==> src/rtl/adder_abs_err.sv <==
// Exact-sum generator (stage 1) and unsigned absolute-difference unit (stage 2).
module adder_abs_err #(
    parameter int unsigned IN_W  = 2,
    parameter int unsigned OUT_W = IN_W + 1
) (
    input  logic [IN_W-1:0]  a_i,
    input  logic [IN_W-1:0]  b_i,
    input  logic [OUT_W-1:0] exact_i,
    input  logic [OUT_W-1:0] sum_i,
    output logic [OUT_W-1:0] exact_o,
    output logic [OUT_W-1:0] abs_err_o
);

    always_comb begin
        exact_o   = OUT_W'(a_i) + OUT_W'(b_i);
        abs_err_o = (exact_i >= sum_i) ? (exact_i - sum_i) : (sum_i - exact_i);
    end

endmodule

==> config.mk <==
export PLATFORM = sky130hd
export DESIGN_NAME = adder_abs_err
export DESIGN_NICKNAME = d
export VERILOG_FILES = /design/src/rtl/adder_abs_err.sv
export SDC_FILE = /design/constraint.sdc
export NUM_CORES = 1
export LEC_CHECK = 0
export ABC_AREA = 1
export BUFFER_PORTS_ARGS = -buffer_cell sky130_fd_sc_hd__buf_2
export CORE_AREA = 5 5 42 44
export DETAILED_ROUTE_END_ITERATION = 7
export DIE_AREA = 0 0 47 49
export GPL_ROUTABILITY_DRIVEN = 0
export PLACE_DENSITY = 0.44
export SYNTH_ARGS = -nofsm -noshare
export SYNTH_HDL_FRONTEND = slang
export SYNTH_SLANG_ARGS = --single-unit
==> constraint.sdc <==
create_clock -name vclk -period 2.2
set_clock_uncertainty 0.2 [all_clocks]
set_input_delay 0 -clock vclk [all_inputs]
set_output_delay 0 -clock vclk [all_outputs]
set_load 0.02 [all_outputs]
==> impl_metrics.tcl, run 1 <==
set metrics [dict create \
    post_cts_buffers 0 \
    antennaDiodeCount 0 \
    pwr-share-clk_pct 0 \
    cap_violations 0 \
    intPower_uw 38.6 \
    cpMaxStageDelayCell "fa_1" \
    start_util_pct 18.4 \
    cp.required_ns 2.00 \
    yosysMostFrequentCell "inv_1" \
    final-seq-area_sq_um 0 \
    fin_crit_sh_pct 62.6 \
    hold_path_class "primary input to output pin" \
    end_kind "output pin" \
    fin_total_pwr_uw 98.2 \
    core-area_sq_um 1400 \
    drive_above_1_share_pct 39.2 \
    areaGrowthSynthToFinish_pct 38.8 \
    nClkBuffers 0 \
    run_status "completed" \
    crit_chain "buf_2, inv_1, ha_1, fa_1, xnor2_1, nand2_1, nand2_1, buf_2" \
    powerDensity_nw_per_um2 274 \
    rows 14 \
    antenna_found_initial 0 \
    finalHoldViolations 0 \
    report.final.slew_viol_count 0 \
    slowest_delay_ns 0.40 \
    avgSynthCellArea_sq_um 7.36 \
    via_count 246 \
    arrival_ns 1.18 \
    die_x_microns 47 \
    irDropWorstVdd_mv 0.0886 \
    hold_start "b_i[0]" \
    numPortBuffers 16 \
    synthTopCellsByCount "10 x inv_1, 8 x nand2_1, 6 x ha_1" \
    synth_nets 54 \
    startpoint_type "primary input" \
    drt-total-wl_microns 469 \
    synth-seq-area-share_pct 0 \
    synth_top_area_share_pct 29.1 \
    synthTopCellsByArea "ha_1 29%, fa_1 23%, inv_1 15%, nand2_1 12%, nand2_2 4.9%" \
    slew_headroom_pct 87.7 \
    crit_path_max_fanout 2 \
    cts.hold.buffers_added 0 \
    drc_errors 0 \
    syn_area_sq_um 258 \
    p_leak_nw 0.235 \
    post_cts_resized 0 \
    wl_per_cell_microns 7.00 \
    grt.overflow.total 0 \
    grt_pass1_wl_microns 821 \
    min_period_ns 1.38 \
    fp.dieArea_sq_um 2300 \
    cp_num_buf_inv 3 \
    path_class "primary input to output pin" \
    grt_usage_pct 4.30 \
    grt_max_degree 6 \
    seq_power_share_pct 0 \
    drt_iter0_drc 0 \
    crit_family "adder cells" \
    tightest_slew_ns 0.185 \
    rsz0062_at_grt "no" \
    fin_nets 72 \
    die_h_microns 49 \
    setup_violations 0 \
    synth.largest_area_cell "ha_1" \
    dpl.hpwl_microns 469 \
    post_drt_via_cell_ratio 3.67 \
    synth_cells 35 \
    switching_share_pct 60.6 \
    startpoint "exact_i[0]" \
    io-pin-count 16 \
    postRouteAntennaNets 0 \
    fmax_mhz 726 \
    ys_types 10 \
    comb_power_share_pct 100.0 \
    nFlopsAndLatches 0 \
    grt_pass1_vias 233 \
    yosysWarnings 0 \
    p_switching_uw 59.5 \
    timing.setup.tns_ns 0 \
    drtPass1Iterations 1 \
]
==> layout make-up <==
class / instances / area [sq um]
repair buffers: 16 / 80.1
multi-input cells: 24 / 216
fillers: 174 / 1040
well taps: 16 / 20.0
inverters: 11 / 41.3
==> worst paths after layout <==
check,depth (start not counted),slack (ns),end
min,3,0.13,exact_o[0]
max,8,0.82,abs_err_o[2]
==> cell families (layout without fill, tap and decap cells) <==
kind of cell	after synthesis	in the layout	synth area share [%]
fa+ha+maj	9	9	52.4
compound gates	1	1	3.40
xor+xnor	1	1	3.40
simple gates	13	13	24.8
buf+inv	11	27	16.0
==> cell usage in the layout (no fill, tap or decap) <==
cell type   n
buf_2      16
inv_1      10
nand2_1     8
ha_1        6
fa_1        3
nand2_2     2
nand3_1     2
clkinv_1    1
nand2_4     1
a21oi_2     1
xnor2_1     1
==> per-layer routing <==
| metal | wire length [microns] | track usage, % | vias to the layer above |
|---|---|---|---|
| met5 | 0 | 0 | - |
| met4 | 0 | 0 | 0 |
| met3 | 41 | 0.738 | 0 |
| met2 | 266 | 7.92 | 6 |
| met1 | 160 | 5.29 | 108 |
| li1 | - | - | 132 |
==> power by group through the flow <==
stage	clock (mW)	combinational [mW]	sequential, mW
2_1_floorplan	0	0.0709	0
4_1_cts	0	0.101	0
3_5_place_dp	0	0.101	0
3_3_place_gp	0	0.100	0
6_report	0	0.0982	0
5_1_grt	0	0.113	0
==> through the flow <==
stage	util (%)	setup WS (ns)	area (sq um)	std cells	hold WS [ns]
6_report	25.5	0.823	358	67	0.132
5_1_grt	25.5	0.687	358	67	0.168
4_1_cts	25.5	0.803	358	67	0.137
3_5_place_dp	25.5	0.799	358	67	0.134
3_3_place_gp	25.5	0.823	358	67	0.128
2_1_floorplan	-	1.02	258	35	-0.000231
No activity file was read; power rests on OpenSTA's default activity.
==> inputs of run 2 (changes only) <==
==> constraint.sdc (replaced) <==
create_clock -name vclk -period 1.3
set_clock_uncertainty 0.2 [all_clocks]
set_input_delay 0 -clock vclk [all_inputs]
set_output_delay 0 -clock vclk [all_outputs]
set_load 0.02 [all_outputs]
==> run 2 against run 1 <==
Compared with the run above:
- sequential share of layout area did not move
- worst hold slack improved by 0.00050 ns
- largest power group unchanged
- first-iteration DRC count rose by 3
- combinational power rose by 110%
- final cell count rose by 1.5%
- global-route usage rose by 0.56 points
- critical path depth did not move
- clock-buffer cell count did not move
==> impl_metrics.tcl, run 2 (synthesis results as in run 1) <==
set metrics [dict create \
    slew_headroom_pct 89.3 \
    arrival_ns 1.06 \
    p_leak_nw 0.242 \
    nFlopsAndLatches 0 \
    die_h_microns 49 \
    setup_violations 0 \
    start_util_pct 18.4 \
    met1_length_microns 187 \
    report.final.slew_viol_count 0 \
    cp.required_ns 1.10 \
    startpoint_type "primary input" \
    fin_crit_sh_pct 96.6 \
    final_common_cell "buf_2" \
    die_x_microns 47 \
    grt_pass1_vias 265 \
    post_drt_via_cell_ratio 3.78 \
    numPortBuffers 16 \
    drtPass1Iterations 4 \
    drive_above_1_share_pct 57.7 \
    timing.setup.tns_ns 0 \
    postRouteAntennaNets 0 \
    dpl.hpwl_microns 478 \
    grt_usage_pct 4.86 \
    io-pin-count 16 \
    drt_iter0_drc 3 \
    final-seq-area_sq_um 0 \
    run_status "completed" \
    irDropWorstVdd_mv 0.167 \
    fin_total_pwr_uw 205 \
    nFillCells 160 \
    place_ws_ns -0.0953 \
    grt_pass1_wl_microns 945 \
    design_area_sq_um 429 \
    path_class "primary input to output pin" \
    core-area_sq_um 1400 \
    dpl_cell_area_sq_um 358 \
    powerDensity_nw_per_um2 478 \
    wl_met2_microns 273 \
    tightest_slew_ns 0.160 \
    wl_met3_microns 34 \
    via_count 257 \
    fp.dieArea_sq_um 2300 \
    drt-total-wl_microns 496 \
    grt.overflow.total 0 \
    multi_input_area_sq_um 249 \
    antenna_found_initial 0 \
    nClkBuffers 0 \
    end_kind "output pin" \
    areaGrowthSynthToFinish_pct 66.5 \
    top_layer_used "met3" \
    fin_nets 73 \
    rows 14 \
    wl_per_cell_microns 7.29 \
    cap_violations 0 \
    drc_errors 0 \
    finalHoldViolations 0 \
    layout_common_cells "12 x buf_2, 8 x nand2_1, 6 x inv_1" \
    antennaDiodeCount 0 \
    fmax_mhz 796 \
    crit_path_max_fanout 2 \
    hold_path_class "primary input to output pin" \
    min_period_ns 1.26 \
    grt_max_degree 6 \
    worst_slack_ns 0.0443 \
]
[run 2: cell count changes in the layout (fill, tap and decap cells not counted), sizes merged]
cell  before  now
buf       16   17
[run 2: final timing paths]
kind	slack [ns]	end	cells past startpoint	startpoint
hold / removal	0.13	exact_o[0]	3	b_i[0]
setup / recovery	0.04	abs_err_o[1]	8	sum_i[0]
[run 2: layer usage]
| metal | vias up | track usage, % |
|---|---|---|
| li1 | 134 | - |
| met1 | 117 | 6.39 |
| met2 | 6 | 9.05 |
| met3 | 0 | 0 |
| met4 | 0 | 0 |
| met5 | - | 0 |
[run 2: stage by stage]
stage          hold WS (ns)  util [%]  std cells
2_1_floorplan     -0.000231         -         35
3_3_place_gp          0.128      25.5         67
3_5_place_dp          0.134      25.5         67
4_1_cts               0.137      28.6         68
5_1_grt               0.168      30.6         68
6_report              0.133      30.6         68
[run 2: power by group]
part / total [mW] / leakage (nW) / switching (mW) / internal, mW
logic: 0.205 / 0.242 / 0.111 / 0.0938
clock network: 0 / 0 / 0 / 0
registers: 0 / 0 / 0 / 0
total: 0.205 / 0.242 / 0.111 / 0.0938
[run 2: layout make-up]
type,instances,area share [%]
repair buffers,17,27.1
inverters,11,10.2
well taps,16,4.66
multi-input cells,24,58.0
[run 2: timing repair]
item | 4_1_cts | 5_1_grt
resized for setup | 10 | 11
pin swaps | 3 | 3
hold buffers | 0 | 0
setup endpoints to repair | 2 | 2
setup buffers | 1 | 0
cloned | 0 | 0
[run 2: worst max-delay path: stages]
cell,delay [ns]
buf_8,0.08
inv_4,0.03
ha_4,0.14
fa_2,0.51
inv_1,0.04
nand3_1,0.07
nand2_1,0.06
buf_6,0.13
